**src/rtl/func_eval.sv**
```systemverilog
`default_nettype none
//------------------------------------------------------------------------------
// Module      : func_eval
// Description : Registered 4-input Boolean function evaluator built as a
//               16-entry truth-table lookup, f = table_q[{w,x,y,z}].
//               The table resets to TRUTH_TABLE and can be reloaded at run
//               time through tbl_we/tbl_data.
//               Optional macro FUNC_COMB_OUT_EN adds the combinational
//               lookup output f_comb.
// Revision    : 1.0 - initial release
//------------------------------------------------------------------------------
module func_eval #(
   parameter logic [15:0] TRUTH_TABLE = 16'h0727
) (
   input  logic        clk,
   input  logic        rst,
   input  logic        w,
   input  logic        x,
   input  logic        y,
   input  logic        z,
   input  logic        in_valid,
   input  logic        tbl_we,
   input  logic [15:0] tbl_data,
   output logic        f,
   output logic        out_valid,
   output logic [15:0] table_q
`ifdef FUNC_COMB_OUT_EN
   ,
   output logic        f_comb
`endif
);

   logic [15:0] r_table;
   logic        r_f;
   logic        r_out_valid;
   logic [3:0]  w_idx;
   logic        w_lookup;

   // Index is {w,x,y,z} with w as the MSB; lookup uses the current (pre-edge) table
   always_comb begin
      w_idx    = {w, x, y, z};
      w_lookup = r_table[w_idx];
   end

   // Table storage: reset default, overwritten wholesale on tbl_we
   always_ff @(posedge clk or posedge rst) begin
      if (rst) begin
         r_table <= TRUTH_TABLE;
      end else if (tbl_we) begin
         r_table <= tbl_data;
      end
   end

   // Result register: capture only on accepted inputs so idle-cycle X/Z never reaches state
   always_ff @(posedge clk or posedge rst) begin
      if (rst) begin
         r_f         <= 1'b0;
         r_out_valid <= 1'b0;
      end else begin
         r_out_valid <= in_valid;
         if (in_valid) begin
            r_f <= w_lookup;
         end
      end
   end

   assign f         = r_f;
   assign out_valid = r_out_valid;
   assign table_q   = r_table;

`ifdef FUNC_COMB_OUT_EN
   // Ungated combinational view of the lookup
   assign f_comb = w_lookup;
`endif

endmodule
`default_nettype wire

```
**config.mk**
```make
export PLATFORM = sky130hd
export DESIGN_NAME = func_eval
export DESIGN_NICKNAME = d
export VERILOG_FILES = /design/src/rtl/func_eval.sv
export SDC_FILE = /design/constraint.sdc
export NUM_CORES = 1
export LEC_CHECK = 0
export CAP_MARGIN = 10
export CORE_AREA = 2 2 60 62
export CTS_CLUSTER_DIAMETER = 50
export DETAILED_ROUTE_END_ITERATION = 8
export DIE_AREA = 0 0 62 64
export SYNTH_ARGS = -nofsm -noshare
export SYNTH_HDL_FRONTEND = slang
export SYNTH_SLANG_ARGS = --single-unit
```
**constraint.sdc**
```tcl
create_clock -name clk -period 2.28 [get_ports clk]
set_input_delay 0.342 -clock clk [delete_from_list [all_inputs] [get_ports clk]]
set_output_delay 0.342 -clock clk [all_outputs]
set_load 0.02 [all_outputs]
```
# Yosys cells after proc, flatten, opt, wreduce, memory -nomap -nowiden
# Index checks and enable logic that the tools add are counted.
# word_totals
ff_bits	18
latch_bits	0
ram_bits	0
romBits	0
input_bits	24
out_inout_bits	18
memories	0
# op_classes
add_sub_neg	0
mul	0
div_mod_pow	0
order_cmp	1
eq_ne	0
shift	0
mux	2
n_bitwise	0
n_reduce_logical	0
# op_table
cell	count
4-bit by 5-bit less-than comparator with 1-bit output, second input constant	1
1-bit binary-select mux with 4-bit select	1
1-bit two-way mux	1

# Depth between registers and ports, before layout
# Gate-level depths: netlist (run 1).
# logic_depth
depth_word	2
mapped_depth	4
mapped_depth_nobuf	4

# Least setup slack after synthesis (run 1)
# Ideal clock, no wire load.
# synth_timing
path_kind	register to register
startpoint	register r_table[11], in the netlist table_q[11]
endpoint	register r_f, in the netlist f
t_arrival_ps	1401
setup_slack_ps	754
stages_incl_launch_ff	5
period_less_slack_ps	1526
path_cell_list	dfrtp_1 mux4_1 mux2i_1 mux2i_1 mux2_4
# synth_between
elab_chain_len	2
# synth_lines
element	line	source
start, declared	33	logic [15:0] r_table;
start signal, assigned	50	r_table <= tbl_data;
1-bit binary-select mux with 4-bit select	42	w_lookup = r_table[w_idx];
1-bit two-way mux (implied by the code)	42	
end signal, assigned	62	r_f <= w_lookup;
end, declared	34	logic r_f;
# No other way between the ends. The select of a mux whose other input is x is not followed.
# A chain may end at the register's enable or synchronous reset.

# Worst setup path after layout (run 1)
# layout_timing
startpoint	input port y
endpoint	register r_f, in the netlist f
# layout_between
elab_chain_len	2
# layout_lines
element	line	source
start, declared	19	input logic y,
1-bit binary-select mux with 4-bit select	42	
1-bit two-way mux (implied by the code)	42	
# No other way between the ends. The select of a mux whose other input is x is not followed.

==> results.py, run 1 <==
metrics = {
    "yosys": {
        "avgSynthCellArea_um2": 17.8,
        "synth_fp_nets": 69,
        "netlist-cell-type-count": 9,
        "yosysWarnings": 0,
        "ys_seq_area_frac": 0.573,
        "synth_edf_count": 0,
        "synth_area_um2": 802,
        "yosysTopAreaCellShare": 0.343,
        "synth_largest_area_cell": "dfrtp_1",
        "async_flop_share": 1.00,
        "ys_ff_latch": 18,
        "netlist_instances": 45,
        "yosys_most_used_dff": "dfrtp_1",
        "synthTopCellsByCount": "16 x mux2_2, 11 x dfrtp_1, 7 x dfstp_2, 4 x mux4_1, 3 x mux2i_1",
        "synth_area_leaders": "dfrtp_1 34%, dfstp_2 23%, mux2_2 22%",
        "synth_most_common_cell": "mux2_2",
    },
    "global_route": {
        "grt.overflow.total": 0,
        "grt.total_usage": 0.107,
        "grt_pass1_wl_um": 3120,
        "grt_pass1_vias": 667,
        "antenna_found_initial": 0,
        "grt_max_degree": 19,
    },
    "sta": {
        "period_share": 0.794,
        "fmax_ghz": 0.552,
        "max_slew.worst_pin.slew_ns": 0.671,
        "fin_skew_ns": 0.00111,
        "drv_slew": 0,
        "fin_ws_ns": 0.470,
        "rsz0062_at_grt": "false",
        "max_slew_margin": 0.552,
        "finalSetupViolations": 0,
        "finalSetupTns_ns": 0,
        "post-route-min-period_ns": 1.81,
        "hold_violations": 0,
    },
    "route": {
        "dr.pass1.iters": 3,
        "drt-total-wl_um": 1850,
        "wl_per_cell_um": 13.7,
        "ant_nets": 0,
        "drt_iter0_markers": 15,
        "drcViolationCount": 0,
        "routed_via_density": 4.27,
        "via_count": 577,
    },
    "final_layout": {
        "antenna_cells": 0,
        "area_growth_pct": 62.7,
        "fill_cells": 322,
        "nNetsFinal": 114,
        "stdcell_area_mm2": 0.00131,
        "drive_gt1_frac": 0.326,
    },
    "clock_network": {
        "cts-root-buf": "clkbuf_4",
        "cts_setup_buffers": 0,
        "cts_tree": "done",
        "cts-hold-fix-buffers": 0,
        "cts_made_buffers": 3,
        "clkLatencyLatePin_ns": 0.29,
        "cts-resized-gates": 0,
        "clk_pin_slew_worst_paths_ns": 0.10,
        "ctsHtreeMaxLevel": 1,
        "cts_sinks": 18,
        "clock_path_buffers": 2,
    },
    "run": {
        "maxCapViolations": 0,
    },
    "worst_setup_path": {
        "critPathKind": "input port to flop",
        "cp_max_fo": 4,
        "crit_arrival_ns": 1.99,
        "crit_path_end_kind": "flop",
        "required_ns": 2.46,
        "critPathLaunchType": "input port",
    },
    "pwr": {
        "leakagePower_nw": 0.525,
        "ir_drop_uv": 299,
        "p_per_area_mw_per_mm2": 622,
    },
    "placed_design": {
        "gp_congestion": 0.721,
        "dpl.hpwl_um": 1460,
        "portBuffers": 41,
        "dp_slack_ns": 0.141,
        "dpl_cell_area_mm2": 0.00127,
    },
    "floorplan": {
        "core.rowCount": 21,
        "die_height_um": 64,
        "io_pins": 42,
        "core_area_mm2": 0.00328,
        "fp.dieW_um": 62,
        "initial_core_util": 0.244,
        "die_area_mm2": 0.00397,
    },
    "outcome": {
        "status": "completed",
    },
    "worst_hold_path": {
        "hp-class": "input port to async pin",
    },
}
## cells in the final DEF, fill, tap and decap left out
master           synthesis  routed
buf_4                    0       1
clkbuf_4                 0       3
clkbuf_8                 0       1
clkdlybuf4s50_1          0      41
dfrtp_1                 11      11
dfstp_2                  7       7
inv_1                    1       1
mux2_2                  16      16
mux2_4                   1       1
mux2i_1                  3       3
mux4_1                   4       4
## per-layer routing
metal	track usage	vias to the layer above	wire (um)	share of wire
met3	0.0162	2	87	0.047
met1	0.128	297	753	0.41
li1	-	261	-	-
met5	0	-	0	0
met2	0.173	17	982	0.53
met4	0.0638	0	27	0.015
## state kept, by name (all words and copies together) (netlist names)
name,cells
f,1
table_q,16
out_valid,1
## power by group
part / total, mW / leakage [nW] / switching [mW] / internal, mW
combinational: 0.232 / 0.302 / 0.0901 / 0.142
sequential: 0.387 / 0.202 / 0.0246 / 0.363
clock: 0.193 / 0.0210 / 0.0954 / 0.0972
total: 0.811 / 0.525 / 0.210 / 0.601
## stage by stage
step | hold slack (ns) | cells | power [mW] | util
CTS | 0.456 | 135 | 0.829 | 0.397
finish | 0.442 | 135 | 0.811 | 0.397
detailed placement | 0.503 | 131 | 0.629 | 0.386
floorplan | 0.275 | 45 | 0.500 | -
global route | 0.511 | 135 | 0.862 | 0.397
global placement | 0.500 | 131 | 0.625 | 0.386
## worst max-delay path, stage by stage
cell	delay, ns
clkdlybuf4s50_1	0.58
mux4_1	0.58
mux2i_1	0.14
mux2i_1	0.08
mux2_4	0.25
## worst paths after layout
path / start / end / slack [ns] / cells after the start
max: y / f / 0.47 / 5
min: rst / table_q[3] / 0.44 / 2
max reg2reg: table_q[11] / f / 0.78 / 4
min reg2reg: f / f / 0.52 / 1
max in group asynchronous: rst / table_q[6] / 1.42 / 2
min in group clk: f / f / 0.52 / 1
## logic make-up after synthesis
group / count (synthesis) / synth area share
buf+inv: 3 / 0.0156
flops: 18 / 0.573
mux: 24 / 0.412
## final cells by class
class,count,area (um2),share of cell area
Clock buffer,4,36.3,0.0278
Inverter,1,3.75,0.00288
Multi-Input combinational cell,24,330,0.253
Sequential cell,18,459,0.352
Tap cell,46,57.6,0.0441
Timing Repair Buffer,42,418,0.320
Power figures use the tool's default switching activity.
==> run 2: changes to the inputs <==
- clock period: 2.28 -> 1.7 ns (I/O delays scaled with it)
==> results.py, run 2 (same netlist as run 1, synthesis figures left out) <==
metrics = {
    "outcome": {
        "status": "completed",
    },
    "clock_network": {
        "cts_setup_buffers": 0,
        "cts_sinks": 18,
        "clk_pin_slew_worst_paths_ns": 0.11,
        "ctsHtreeMaxLevel": 1,
        "clock_path_buffers": 2,
        "cts_tree": "done",
        "cts-resized-gates": 8,
        "cts-root-buf": "clkbuf_4",
        "cts_made_buffers": 3,
        "cts-hold-fix-buffers": 0,
        "clkLatencyLatePin_ns": 0.29,
    },
    "global_route": {
        "grt.total_usage": 0.100,
        "grt_max_degree": 19,
        "grt_pass1_vias": 606,
        "grt_pass1_wl_um": 2900,
        "antenna_found_initial": 0,
        "grt.overflow.total": 0,
    },
    "sta": {
        "rsz0062_at_grt": "false",
        "period_share": 0.930,
        "hold_slack_ns": 0.260,
        "fin_ws_ns": 0.119,
        "fin_skew_ns": 0.00428,
        "finalSetupTns_ns": 0,
        "hold_violations": 0,
        "max_slew_margin": 0.841,
        "fmax_ghz": 0.632,
        "max_slew.worst_pin.slew_ns": 0.238,
        "finalSetupViolations": 0,
        "drv_slew": 0,
        "post-route-min-period_ns": 1.58,
    },
    "pwr": {
        "leakagePower_nw": 0.555,
        "internal-power_uw": 801,
        "finalPower_mw": 1.09,
        "p_per_area_mw_per_mm2": 818,
        "p_switching_uw": 287,
        "p_clk_frac": 0.242,
        "ir_drop_uv": 355,
        "power_frac_comb": 0.282,
        "swShare": 0.264,
        "seqPwrFrac": 0.476,
    },
    "worst_setup_path": {
        "critPathKind": "input port to flop",
        "cp_max_fo": 2,
        "worst_r2r_startpoint": "table_q[11]",
        "crit_top_cell": "mux2i_1",
        "critPathLaunchType": "input port",
        "worstPathCellList": "clkdlybuf4s50_1 -> mux4_1 -> mux2i_1 -> mux2i_1 -> mux2_4",
        "crit_start": "z",
        "crit_arrival_ns": 1.77,
        "crit_path_end_kind": "flop",
        "required_ns": 1.89,
        "max_stage_delay_ns": 0.55,
        "cp_num_buf_inv": 1,
        "critical_path.top_delay_family": "multiplexers",
        "slowest_stage": "mux4_1",
    },
    "floorplan": {
        "core.rowCount": 21,
        "core_area_mm2": 0.00328,
        "fp.dieW_um": 62,
        "io_pins": 42,
        "initial_core_util": 0.244,
        "die_height_um": 64,
        "die_area_mm2": 0.00397,
    },
    "placed_design": {
        "gp_congestion": 0.726,
        "portBuffers": 41,
        "dp_slack_ns": -0.316,
        "dp_cells": 134,
    },
    "final_layout": {
        "drive_gt1_frac": 0.348,
        "final_common_cell": "clkdlybuf4s50_1",
        "stdcell_count": 138,
        "area_growth_pct": 65.8,
        "antenna_cells": 0,
        "final_cell_mix": "33 x clkdlybuf4s50_1, 16 x mux2_2, 11 x dfrtp_1",
        "largest_reg_flops": 16,
        "nNetsFinal": 117,
    },
    "run": {
        "maxCapViolations": 0,
    },
    "route": {
        "drt_iter0_markers": 9,
        "ant_nets": 0,
        "dr.pass1.iters": 3,
        "routed_via_density": 4.19,
        "drt-total-wl_um": 1810,
        "wl_per_cell_um": 13.1,
        "via_count": 578,
        "drcViolationCount": 0,
    },
    "worst_hold_path": {
        "hp-class": "input port to async pin",
    },
}
-- run 2: cell types whose count changed in the layout (fill, tap and decap cells not counted), sizes merged --
cell	delta
clkdlybuf4s50	-8
buf	+3
dlygate4sd2	+8
-- run 2: per-stage QoR --
| step | utilization | cell area [um2] |
|---|---|---|
| floorplan | - | 802 |
| CTS | 0.405 | 1330 |
| finish | 0.405 | 1330 |
| global placement | 0.397 | 1300 |
| detailed placement | 0.397 | 1300 |
| global route | 0.405 | 1330 |
-- run 2: final cells by class --
class                      instances  area [um2]
timing repair buffer              45         443
multi-input combinational         24         330
tap                               46        57.6
sequential                        18         459
clock buffer                       4        36.3
fill                             327        1950
inverter                           1        3.75
-- run 2: power groups by stage --
stage               sequential [mW]  combinational, mW  clock, mW
finish                        0.518              0.307      0.263
global route                  0.526              0.327      0.293
CTS                           0.519              0.312      0.273
detailed placement            0.528              0.323          0
global placement              0.527              0.320          0
floorplan                     0.578             0.0928          0
-- run 2: path summary, 6_finish.rpt --
path,depth (start not counted),slack [ns],to
worst max-delay path,5,0.12,f
min in group clk,1,0.45,out_valid
worst min register to register,1,0.53,f
worst max register to register,4,0.20,f
max in group asynchronous,3,1.17,table_q[0]
worst min-delay path,3,0.26,out_valid
-- run 2: worst reg2reg max path: stages (launching register included) --
cell,delay (ns)
dfrtp_1,0.40
mux4_1,0.52
mux2i_1,0.14
mux2i_1,0.09
mux2_4,0.25
-- run 2: layer usage --
metal | track usage | part of all wire | wire (um)
met4 | 0.0319 | 0.015 | 27
met1 | 0.122 | 0.41 | 747
met3 | 0.0243 | 0.035 | 63
met5 | 0 | 0 | 0
met2 | 0.169 | 0.54 | 974
